--- src/rtl/bp_pkg.sv ---
// rtl/bp_pkg.sv - shared constants and saturating-counter helpers for branch_predictor_table
package bp_pkg;

  localparam int BP_IDX_W_DEF = 5;
  localparam int BP_CTR_W_DEF = 2;
  localparam int CTR_MAX_W    = 4;

  // Reset value: weakly not-taken, one below the taken threshold.
  function automatic logic [CTR_MAX_W-1:0] ctr_init(input int w);
    return CTR_MAX_W'((1 << (w - 1)) - 1);
  endfunction

  // Widened by one bit so the increment at the top never wraps before the clamp.
  function automatic logic [CTR_MAX_W-1:0] ctr_next(input logic [CTR_MAX_W-1:0] ctr,
                                                    input logic taken, input int w);
    logic [CTR_MAX_W:0] ext;
    logic [CTR_MAX_W:0] maxv;
    logic [CTR_MAX_W:0] one;
    one  = {{CTR_MAX_W{1'b0}}, 1'b1};
    maxv = (CTR_MAX_W + 1)'((1 << w) - 1);
    ext  = {1'b0, ctr};
    if (taken) begin
      ext = ext + one;
      if (ext > maxv) ext = maxv;
    end else if (ext != '0) begin
      ext = ext - one;
    end
    return ext[CTR_MAX_W-1:0];
  endfunction

  function automatic logic pred_bit(input logic [CTR_MAX_W-1:0] ctr, input int w);
    return (ctr >> (w - 1)) != '0;
  endfunction

endpackage

--- src/rtl/bp_ghr.sv ---
// rtl/bp_ghr.sv - speculative global history register with mispredict restore (BP_GSHARE_EN builds)
module bp_ghr #(
  parameter int IDX_W = 5
) (
  input  logic             clk,
  input  logic             rst_n,
  input  logic             shift_valid,
  input  logic             shift_taken,
  input  logic             restore_valid,
  input  logic [IDX_W-1:0] restore_ghr,
  input  logic             restore_taken,
  output logic [IDX_W-1:0] ghr
);

  logic [IDX_W-1:0] ghr_next;

  // Truncating the concatenation keeps the low IDX_W bits, which also covers IDX_W=1.
  always_comb begin
    ghr_next = ghr;
    if (restore_valid) begin
      ghr_next = IDX_W'({restore_ghr, restore_taken});
    end else if (shift_valid) begin
      ghr_next = IDX_W'({ghr, shift_taken});
    end
  end

  always_ff @(posedge clk or negedge rst_n) begin
    if (!rst_n) begin
      ghr <= '0;
    end else begin
      ghr <= ghr_next;
    end
  end

endmodule

--- src/rtl/branch_predictor_table.sv ---
// rtl/branch_predictor_table.sv - saturating-counter branch predictor table; BP_GSHARE_EN adds gshare indexing
module branch_predictor_table
  import bp_pkg::*;
#(
  parameter int IDX_W = BP_IDX_W_DEF,
  parameter int CTR_W = BP_CTR_W_DEF
) (
  input  logic             clk,
  input  logic             rst_n,
  input  logic             lu_valid,
  input  logic [IDX_W-1:0] lu_addr,
  output logic             pred_valid,
  output logic             pred_taken,
  output logic [CTR_W-1:0] pred_ctr,
  output logic [IDX_W-1:0] pred_ghr,
  input  logic             upd_valid,
  input  logic [IDX_W-1:0] upd_addr,
  input  logic [IDX_W-1:0] upd_ghr,
  input  logic             upd_taken,
  input  logic             upd_mispredict
);

  localparam int ENTRIES = 2 ** IDX_W;
  localparam logic [CTR_W-1:0] CTR_INIT = CTR_W'(ctr_init(CTR_W));

  logic [CTR_W-1:0] table_q [ENTRIES];
  logic [IDX_W-1:0] ghr;
  logic [IDX_W-1:0] lu_idx;
  logic [IDX_W-1:0] upd_idx;
  logic [CTR_W-1:0] upd_new;
  logic [CTR_W-1:0] lu_ctr;
  logic             lu_taken;

`ifdef BP_GSHARE_EN
  bp_ghr #(.IDX_W(IDX_W)) u_ghr (
    .clk           (clk),
    .rst_n         (rst_n),
    .shift_valid   (lu_valid),
    .shift_taken   (lu_taken),
    .restore_valid (upd_valid & upd_mispredict),
    .restore_ghr   (upd_ghr),
    .restore_taken (upd_taken),
    .ghr           (ghr)
  );
  assign lu_idx  = lu_addr ^ ghr;
  assign upd_idx = upd_addr ^ upd_ghr;
`else
  logic unused_gshare_inputs;
  assign unused_gshare_inputs = ^{upd_ghr, upd_mispredict};
  assign ghr     = '0;
  assign lu_idx  = lu_addr;
  assign upd_idx = upd_addr;
`endif

  // Write-first: a same-index update is visible to the lookup in the same cycle.
  always_comb begin
    upd_new  = CTR_W'(ctr_next(CTR_MAX_W'(table_q[upd_idx]), upd_taken, CTR_W));
    lu_ctr   = (upd_valid && (upd_idx == lu_idx)) ? upd_new : table_q[lu_idx];
    lu_taken = pred_bit(CTR_MAX_W'(lu_ctr), CTR_W);
  end

  always_ff @(posedge clk or negedge rst_n) begin
    if (!rst_n) begin
      for (int i = 0; i < ENTRIES; i++) begin
        table_q[i] <= CTR_INIT;
      end
    end else if (upd_valid) begin
      table_q[upd_idx] <= upd_new;
    end
  end

  always_ff @(posedge clk or negedge rst_n) begin
    if (!rst_n) begin
      pred_valid <= 1'b0;
      pred_taken <= 1'b0;
      pred_ctr   <= '0;
      pred_ghr   <= '0;
    end else begin
      pred_valid <= lu_valid;
      if (lu_valid) begin
        pred_taken <= lu_taken;
        pred_ctr   <= lu_ctr;
        pred_ghr   <= ghr;
      end
    end
  end

endmodule

--- config.mk ---
export PLATFORM = sky130hd
export DESIGN_NAME = branch_predictor_table
export DESIGN_NICKNAME = d
export VERILOG_FILES = /design/src/rtl/bp_pkg.sv /design/src/rtl/bp_ghr.sv /design/src/rtl/branch_predictor_table.sv
export SDC_FILE = /design/constraint.sdc
export NUM_CORES = 1
export LEC_CHECK = 0
export BUFFER_PORTS_ARGS = -buffer_cell sky130_fd_sc_hd__buf_4
export CAP_MARGIN = 20
export CORE_MARGIN = 2
export CORE_UTILIZATION = 43
export CTS_CLUSTER_DIAMETER = 200
export DETAILED_ROUTE_END_ITERATION = 16
export GPL_TIMING_DRIVEN = 0
export PLACE_DENSITY = 0.69
export SYNTH_ARGS = -nofsm -noshare
export SYNTH_HDL_FRONTEND = slang
export SYNTH_SLANG_ARGS = --single-unit
--- constraint.sdc ---
create_clock -name clk -period 5 [get_ports clk]
set_clock_uncertainty 0.15 [all_clocks]
set_input_delay 0 -clock clk [delete_from_list [all_inputs] [get_ports clk]]
set_output_delay 0 -clock clk [all_outputs]
set_load 0.02 [all_outputs]
==> results.json, run 1 <==
{
  "drc": 0,
  "antennaDiodeCount": 0,
  "grt_util_all_layers": 0.216,
  "yosysMostFrequentCell": "mux2_2",
  "route.met2.wl_um": 4790,
  "cp-start-kind": "flop",
  "fin_cells": 467,
  "cp_num_buf_inv": 1,
  "dp_cells": 448,
  "crit_top_cell": "mux2_2",
  "muxShareOfSynthArea": 0.375,
  "synth_area_mm2": 0.00404,
  "yosys_warnings": 0,
  "die_y_um": 101,
  "yosys.area_share.simple": 0.0914,
  "cts_resized": 0,
  "p_per_area_mw_per_mm2": 388,
  "cap_violations": 0,
  "post-route-period-util": 0.525,
  "area_growth_pct": 11.2,
  "via_count": 2850,
  "synth_top_family_by_area": "multiplexers",
  "fmax_mhz": 381,
  "cts_made_buffers": 9,
  "dr_wl_met3_um": 835,
  "clkSinkCount": 67,
  "gr-total-overflow": 0,
  "avgSynthCellArea_um2": 12.6,
  "wl_met1_um": 4460,
  "fillers": 842,
  "slew_headroom": 0.386,
  "antenna_found_initial": 0,
  "min_from": "upd_taken",
  "yosys.area_share.adder": 0.00558,
  "ios": 30,
  "cpLargestDelayFamily": "multiplexers",
  "tns_ns": 0,
  "holdCritPathClass": "in -> reg",
  "yosys.cell_types.count": 45,
  "setup_violations": 0,
  "synth-edff-count": 0,
  "max_stage_delay_ns": 0.41,
  "final-max-slew-violation-count": 0,
  "p_leak_nw": 1.85,
  "path_class": "reg -> reg",
  "max-vdd-ir-drop_v": 0.000181,
  "rsz0062_at_grt": "false",
  "die-area_mm2": 0.0102,
  "synth_top_cell_by_area": "dfrtp_1",
  "synth-xor-area-share": 0.0108,
  "async_reset_ff_frac": 1.00,
  "drt-total-wl_um": 10300,
  "first_iter_violations": 299,
  "dp_hpwl_um": 7500,
  "required_ns": 5.08,
  "globalplace.congestion": 0.952,
  "regToRegEndpoint": "table_q[19]$_DFFE_PN0P_",
  "drive_gt1_frac": 0.494,
  "r2r_slack_ns": 2.38,
  "synth.top_cell.area_share": 0.217,
  "path_cells": "mux2_2, a22o_1, o21ai_0, nand4_1, maj3_2, clkbuf_1, mux2_2",
  "cts_max_path_buffers": 2,
  "synthTopCellsByCount": "mux2_2, dfrtp_1, dfstp_2, mux2i_1",
  "hold_violations": 0,
  "grt_max_degree": 68,
  "cts-root-buf": "clkbuf_8",
  "r2r_start": "table_q[25]$_DFFE_PN0P_",
  "worstPathArrival_ns": 2.71,
  "post_drt_wl_per_cell_um": 22.1,
  "r2r_cells": 7,
  "cts_tree": "yes",
  "grt_pass1_vias": 2802,
  "synth_ff_type": "dfrtp_1",
  "initial_core_util": 0.439,
  "crit_fanout": 10,
  "whs_path_depth": 3,
  "cp_slowest_cell": "dfrtp_1",
  "grt_pass1_wl_um": 16200,
  "chipWidth_um": 101,
  "top_layer": "met4",
  "hold-path-endpoint": "pred_ctr[1]$_DFFE_PN0P_",
  "clk_pin_slew_worst_paths_ns": 0.08,
  "status": "completed",
  "finalCriticalPeriod_ns": 2.62,
  "ys_seq_elements": 67,
  "crit_path_end_kind": "flop",
  "seq_area_frac_synth": 0.425,
  "postRouteAntennaNets": 0,
  "synth_area_leaders": "dfrtp_1, dfstp_2, mux2_2, mux4_2, mux2i_1",
  "h-tree-depth": 3,
  "design.core.area_mm2": 0.00920,
  "synth_compound_area_frac": 0.0425,
  "final_nets": 372,
  "num_rows": 35,
  "worst_slew_pin_slew_ns": 0.919,
  "synth_cells": 320,
  "via_per_inst": 6.10,
  "placement.io_buffers": 13,
  "dr.pass1.iters": 5,
  "clk_latency_ns": 0.35
}
==> state kept, by name, summed over array words and instances, names as in the netlist <==
name,flops
pred_ctr,2
pred_valid,1
table_q,64
==> what timing repair did <==
action,CTS,global route
setup buffers,0,0
endpoints found under the hold margin,38,0
hold buffers,3,0
==> worst reg2reg max path: stages, from the launching register on <==
cell	delay, ns
dfrtp_1	0.41
mux2_2	0.27
a22o_1	0.26
o21ai_0	0.24
nand4_1	0.18
maj3_2	0.40
clkbuf_1	0.26
mux2_2	0.34
==> cell usage in the layout, fill, tap and decap left out, types with 6 or more instances in the layout <==
cell	netlist	final
buf_2	11	11
buf_4	6	19
clkbuf_8	0	9
dfrtp_1	35	35
dfstp_2	32	32
mux2_2	67	67
mux2i_1	24	24
mux4_2	23	23
nand2_1	20	20
nand3b_1	6	6
nor2_1	23	23
==> per-layer routing <==
layer / track usage / vias up
met3: 0.0395 / 17
met1: 0.314 / 1452
met4: 0.0748 / 0
met5: 0 / -
met2: 0.327 / 131
li1: - / 1250
==> kinds of logic (layout without fill, tap and decap cells) <==
group	after synthesis	count (layout)
mux	114	114
simple gates	74	74
flops	67	67
buf+inv	33	65
compound gates	24	24
xor+xnor	5	5
fa+ha+maj	2	2
other cells	1	5
==> stage by stage <==
step	setup WS [ns]	utilization	total power (W)	hold WS (ns)	cell area [um2]
2_1_floorplan	2.73	-	0.00118	-0.446	4050
3_3_place_gp	2.27	0.466	0.00133	-0.0137	4290
3_5_place_dp	2.20	0.466	0.00135	-0.00904	4290
4_1_cts	2.41	0.488	0.00175	0.0243	4490
5_1_grt	2.30	0.488	0.00183	0.0437	4490
6_report	2.38	0.488	0.00174	0.0373	4490
==> worst max-delay path by stage <==
stage / slack, ns / cells past startpoint / start / endpoint
final: 2.38 / 7 / table_q[25]$_DFFE_PN0P_ / table_q[19]$_DFFE_PN0P_
after global routing: 2.30 / 7 / table_q[25]$_DFFE_PN0P_ / table_q[19]$_DFFE_PN0P_
after CTS: 2.41 / 7 / table_q[25]$_DFFE_PN0P_ / table_q[19]$_DFFE_PN0P_
after detailed placement: 2.20 / 7 / lu_addr[1] / pred_ctr[0]$_DFFE_PN0P_
after global placement: 2.27 / 7 / lu_addr[1] / pred_ctr[0]$_DFFE_PN0P_
after floorplan: 2.73 / 7 / table_q[24]$_DFFE_PN1P_ / table_q[22]$_DFFE_PN1P_
==> cell type report <==
class / count / area [um2] / area share
flip-flops and latches: 67 / 1720 / 0.382
multi-input cells: 224 / 2140 / 0.476
plain buffers: 29 / 183 / 0.0407
inverters: 4 / 15.0 / 0.00335
clock buffers: 9 / 124 / 0.0276
well taps: 111 / 139 / 0.0309
clock inverters: 7 / 45.0 / 0.0100
repair buffers: 16 / 128 / 0.0284
==> report_power, final <==
group          switching (W)  internal, W
Combinational       0.000212     0.000276
Sequential          0.000124     0.000738
Clock               0.000216     0.000176
Total               0.000551      0.00119
Power figures use the tool's default switching activity.
==> run 2, diff against run 1 <==
ABC_AREA = 1   (was not set)
clock period = 2.6 ns   (was 5 ns; I/O delays follow)
==> run 2 against run 1 <==
Utilization grew 0.85 points. Critical path depth grew 7. Sequential cell count is the same. Combinational power grew 130%. Sequential power grew 90%. First-iteration DRC count grew 2.7%.
==> results.json, run 2 <==
{
  "yosysMostFrequentCell": "nand2_1",
  "design.core.area_mm2": 0.00977,
  "whs_ns": 0.0392,
  "p_per_area_mw_per_mm2": 740,
  "yosys_warnings": 0,
  "rsz0062_at_grt": "false",
  "status": "completed",
  "path_class": "reg -> reg",
  "final_nets": 686,
  "grt_pass1_wl_um": 22500,
  "grt_util_met1": 0.372,
  "initial_core_util": 0.443,
  "dp_cells": 782,
  "num_rows": 36,
  "grt_util_met2": 0.415,
  "synth_top_cell_by_area": "dfrtp_1",
  "worst_slew_pin_slew_ns": 0.855,
  "globalplace.congestion": 0.979,
  "postRouteAntennaNets": 0,
  "via_per_inst": 5.33,
  "die_y_um": 104,
  "cts_made_buffers": 9,
  "drt-total-wl_um": 14200,
  "crit_fanout": 4,
  "required_ns": 2.70,
  "h-tree-depth": 3,
  "r2r_cells": 14,
  "reg.largest.list": "table_q (64), pred_ctr (2), pred_valid (1)",
  "via_count": 4278,
  "synth-edff-count": 0,
  "busiest_layer": "met2",
  "fillers": 1049,
  "die-area_mm2": 0.0109,
  "ios": 30,
  "synth.top_cell.area_share": 0.202,
  "area_growth_pct": 12.0,
  "post_drt_wl_per_cell_um": 17.7,
  "max-vdd-ir-drop_v": 0.000407,
  "async_reset_ff_frac": 1.00,
  "slew_headroom": 0.430,
  "cp-start-kind": "flop",
  "fmax_mhz": 434,
  "ys_seq_elements": 67,
  "dr.pass1.iters": 6,
  "clkSinkCount": 67,
  "grtUsageMet3": 0.0520,
  "tns_ns": 0,
  "setup_violations": 0,
  "dp_hpwl_um": 9800,
  "synthTopCellsByCount": "nand2_1, nor2_1, nand3_1, inv_1, dfrtp_1",
  "cap_violations": 0,
  "cts-root-buf": "clkbuf_8",
  "cts_tree": "yes",
  "drive_gt1_frac": 0.196,
  "synth_cells": 631,
  "yosys.cell_types.count": 30,
  "avgSynthCellArea_um2": 6.87,
  "worstPathArrival_ns": 2.41,
  "grt_max_degree": 68,
  "post-route-period-util": 0.886,
  "final-max-slew-violation-count": 0,
  "regMostFlops": "table_q",
  "synth_area_mm2": 0.00433,
  "p_leak_nw": 2.27,
  "holdCritPathClass": "in -> reg",
  "cts_max_path_buffers": 2,
  "whs_path_depth": 6,
  "grt_util_all_layers": 0.272,
  "chipWidth_um": 104,
  "cts_setup_buffers": 0,
  "largest_reg_flops": 64,
  "antenna_found_initial": 0,
  "hold_violations": 0,
  "final_cell_mix": "nand2_1, nor2_1, nand3_1",
  "synth_area_leaders": "dfrtp_1, dfstp_2, nand2_1, nor2_1, a21oi_2",
  "placement.io_buffers": 14,
  "grt_pass1_vias": 4090,
  "seq_area_frac_synth": 0.396,
  "crit_path_end_kind": "flop",
  "gr-total-overflow": 0,
  "clk_pin_slew_worst_paths_ns": 0.08,
  "finalCriticalPeriod_ns": 2.30,
  "fin_cells": 803,
  "drc": 0,
  "clk_latency_ns": 0.35,
  "first_iter_violations": 307,
  "layout_commonest_cell": "nand2_1",
  "synth_ff_type": "dfrtp_1",
  "antennaDiodeCount": 0,
  "cts_resized": 0
}
==> run 2: area by class of cell <==
| type | count | area [um2] | area share |
|---|---|---|---|
| sequential | 67 | 1720 | 0.354 |
| buffer | 36 | 234 | 0.0482 |
| multi-input combinational | 487 | 2230 | 0.459 |
| timing repair buffer | 19 | 155 | 0.0320 |
| inverter | 45 | 171 | 0.0353 |
| clock inverter | 2 | 10.0 | 0.00206 |
| clock buffer | 14 | 173 | 0.0356 |
| tap | 133 | 166 | 0.0343 |
==> run 2: metal layers <==
metal | part of all wire | routed length (um)
met1 | 0.44 | 6260
met5 | 0 | 0
met3 | 0.076 | 1090
met2 | 0.44 | 6320
met4 | 0.038 | 534
==> run 2: repair_timing <==
| item | in CTS | in global routing |
|---|---|---|
| endpoints found under the hold margin | 40 | 0 |
| hold buffers | 5 | 0 |
| setup endpoints to repair | 0 | 0 |
==> run 2: final timing paths <==
| path | start | to | slack (ns) |
|---|---|---|---|
| max | table_q[62]$_DFFE_PN1P_ | pred_ctr[0]$_DFFE_PN0P_ | 0.30 |
| min | upd_addr[2] | table_q[62]$_DFFE_PN1P_ | 0.04 |
| max reg2reg | table_q[62]$_DFFE_PN1P_ | pred_ctr[0]$_DFFE_PN0P_ | 0.30 |
| min reg2reg | pred_ctr[0]$_DFFE_PN0P_ | pred_ctr[0]$_DFFE_PN0P_ | 0.34 |
| max in group asynchronous | rst_n | table_q[5]$_DFFE_PN0P_ | 1.58 |
| min in group asynchronous | rst_n | table_q[55]$_DFFE_PN0P_ | 0.13 |
==> run 2: through the flow <==
| step | total power (W) | setup WS (ns) | utilization | instance area, um2 |
|---|---|---|---|---|
| 2_1_floorplan | 0.00241 | 0.940 | - | 4350 |
| 3_3_place_gp | 0.00272 | 0.546 | 0.473 | 4620 |
| 3_5_place_dp | 0.00275 | 0.559 | 0.473 | 4620 |
| 4_1_cts | 0.00359 | 0.320 | 0.497 | 4850 |
| 5_1_grt | 0.00382 | 0.130 | 0.497 | 4850 |
| 6_report | 0.00359 | 0.297 | 0.497 | 4850 |
==> run 2: cell families after synthesis <==
kind of cell	count (synthesis)	synth area share
buffers and inverters	81	0.0935
xor gates and xnor gates	2	0.00404
and+or+nand+nor	380	0.357
DFF	67	0.396
other	1	0.000865
AOI/OAI and AO/OA	100	0.148
==> run 2: power by group <==
| part | total (W) | leakage [nW] | switching [W] | internal [W] |
|---|---|---|---|---|
| Sequential | 0.00164 | 0.758 | 0.000214 | 0.00142 |
| Clock | 0.000832 | 0.0965 | 0.000409 | 0.000423 |
| Combinational | 0.00112 | 1.42 | 0.000699 | 0.000425 |
==> run 2: worst max-delay path: stages, from the launching register on <==
cell and delay [ns]:
dfstp_2 0.54, inv_1 0.05, o21ai_0 0.18, nand2_1 0.07, nand2_1 0.06, nand2_1 0.06, nand2_1 0.07, inv_1 0.04
nand2_1 0.09, nor2_4 0.06, nand2_2 0.08, nand3_1 0.09, nand2_1 0.08, dlygate4sd3_1 0.54, nand2_1 0.05
==> run 3, diff against run 2 <==
CELL_PAD_IN_SITES_DETAIL_PLACEMENT = 0   (was not set)
CELL_PAD_IN_SITES_GLOBAL_PLACEMENT = 1   (was not set)
PLACE_DENSITY = 0.88   (was 0.69)
==> run 3 against run 2 <==
Cell count stayed put. Highest routed layer unchanged. Register-to-register slack worse by 0.06 ns. Combinational power hardly changed. Sequential power hardly changed. Clock-buffer cell count is 1 lower. Wire length is 1.5% higher. Design area is 0.59% lower. Sequential share of layout area is 0.21 points higher.
==> results.json, run 3 (same netlist as run 2, synthesis figures left out) <==
{
  "dp_hpwl_um": 9820,
  "max-vdd-ir-drop_v": 0.000293,
  "cap_violations": 0,
  "drc": 0,
  "path_class": "reg -> reg",
  "status": "completed",
  "cp-start-kind": "flop",
  "antennaDiodeCount": 0,
  "cp_num_buf_inv": 3,
  "globalplace.congestion": 0.975,
  "grt_pass1_wl_um": 22800,
  "p_per_area_mw_per_mm2": 731,
  "setup_violations": 0,
  "total_power_w": 0.00352,
  "ios": 30,
  "path_cells": "inv_1, o21ai_0, nand2_1, nand2_1, nand2_1, nand2_1, inv_1, nand2_1, nor2_4, nand2_2, nand3_1, nand2_1, dlygate4sd3_1, nand2_1",
  "die-area_mm2": 0.0109,
  "via_count": 4389,
  "finalCriticalPeriod_ns": 2.37,
  "placed_area_mm2": 0.00462,
  "r2r_cells": 14,
  "layout_commonest_cell": "nand2_1",
  "gr-total-overflow": 0,
  "switching_share": 0.379,
  "setup.worst_path.start": "table_q[62]$_DFFE_PN1P_",
  "h-tree-depth": 3,
  "cts-root-buf": "clkbuf_8",
  "slew_headroom": 0.418,
  "max_stage_delay_ns": 0.55,
  "p_int_w": 0.00219,
  "fillers": 994,
  "via_per_inst": 5.47,
  "clockPowerShare": 0.213,
  "largest_reg_flops": 64,
  "r2r_start": "table_q[62]$_DFFE_PN1P_",
  "grt_util_all_layers": 0.276,
  "fmax_mhz": 423,
  "r2r_slack_ns": 0.23,
  "clk_pin_slew_worst_paths_ns": 0.08,
  "cp_slowest_cell": "dlygate4sd3_1",
  "area_growth_pct": 11.3,
  "pwr-share-seq": 0.465,
  "drt-total-wl_um": 14400,
  "p_leak_nw": 2.26,
  "min_from": "upd_addr[2]",
  "cts_max_path_buffers": 2,
  "cpLargestDelayFamily": "simple AND/OR/NAND/NOR gates",
  "drive_gt1_frac": 0.193,
  "post-route-period-util": 0.910,
  "regMostFlops": "table_q",
  "final_nets": 686,
  "crit_top_cell": "nand2_1",
  "num_rows": 36,
  "design_area_mm2": 0.00482,
  "post_drt_wl_per_cell_um": 17.9,
  "clk_latency_ns": 0.37,
  "postRouteAntennaNets": 0,
  "clkSinkCount": 67,
  "dr.pass1.iters": 5,
  "final_cell_mix": "nand2_1, nor2_1, nand3_1",
  "hold_violations": 0,
  "holdCritPathClass": "in -> reg",
  "initial_core_util": 0.443,
  "crit_fanout": 4,
  "placement.io_buffers": 14,
  "antenna_found_initial": 0,
  "multi_input_area_mm2": 0.00223,
  "cts_resized": 0,
  "final-max-slew-violation-count": 0,
  "crit_path_end_kind": "flop",
  "chipWidth_um": 104,
  "switching_power_w": 0.00133,
  "p_comb_frac": 0.322,
  "grt_pass1_vias": 4204,
  "worstPathArrival_ns": 2.48,
  "design.core.area_mm2": 0.00977,
  "seq_area_mm2": 0.00172,
  "crit_cells": 14,
  "tns_ns": 0,
  "reg.largest.list": "table_q (64), pred_ctr (2), pred_valid (1)",
  "cts_made_buffers": 9,
  "die_y_um": 104,
  "critPathCapture": "pred_ctr[0]$_DFFE_PN0P_",
  "required_ns": 2.71,
  "dp_cells": 782,
  "grt_max_degree": 68,
  "regToRegEndpoint": "pred_ctr[0]$_DFFE_PN0P_",
  "fin_cells": 803,
  "rsz0062_at_grt": "false",
  "worst_slew_pin_slew_ns": 0.872,
  "cts_tree": "yes",
  "cts_hold_buf": 5,
  "first_iter_violations": 420,
  "cts_setup_buffers": 0
}
## run 3: layer usage
metal  wire length (um)  global-route usage  up-vias
li1                   -                   -     2083
met1               6360               0.379     2060
met2               6380               0.418      202
met3               1180              0.0514       44
met4                481               0.130        0
met5                  0                   0        -
## run 3: worst reg2reg max path, delay by kind of cell (launching register included)
family          cells  cell delay [ns]
compound gates      1             0.19
buf+inv             3             0.64
flops               1             0.54
simple gates       10             0.75
## run 3: worst min-delay path by stage
stage                                          to  depth (start not counted)
after floorplan           pred_ctr[0]$_DFFE_PN0P_                          0
after global placement    table_q[63]$_DFFE_PN0P_                          1
after detailed placement     pred_valid$_DFF_PN0_                          1
after CTS                 table_q[30]$_DFFE_PN1P_                          6
after global routing      table_q[24]$_DFFE_PN1P_                          6
final                     table_q[30]$_DFFE_PN1P_                          6
## run 3: layout make-up
cell class | count | share of cell area
clock buffer | 13 | 0.0288
timing repair buffer | 19 | 0.0322
sequential | 67 | 0.356
buffer | 36 | 0.0485
tap | 133 | 0.0345
multi-input combinational | 487 | 0.462
clock inverter | 3 | 0.00311
inverter | 45 | 0.0355
## run 3: per-stage QoR
step	hold slack [ns]	worst slack, ns	utilization
global placement	-0.0134	0.558	0.473
floorplan	-0.446	0.940	-
global route	0.0913	0.0383	0.494
detailed placement	-0.0135	0.551	0.473
finish	0.0463	0.234	0.494
CTS	0.0405	0.275	0.494
## run 3: power groups by stage
stage / Clock, W / Sequential (W) / Combinational (W)
final: 0.000751 / 0.00164 / 0.00114
after global routing: 0.000804 / 0.00168 / 0.00127
after CTS: 0.000756 / 0.00163 / 0.00112
after detailed placement: 0 / 0.00165 / 0.00111
after global placement: 0 / 0.00164 / 0.00108
after floorplan: 0 / 0.00158 / 0.000828
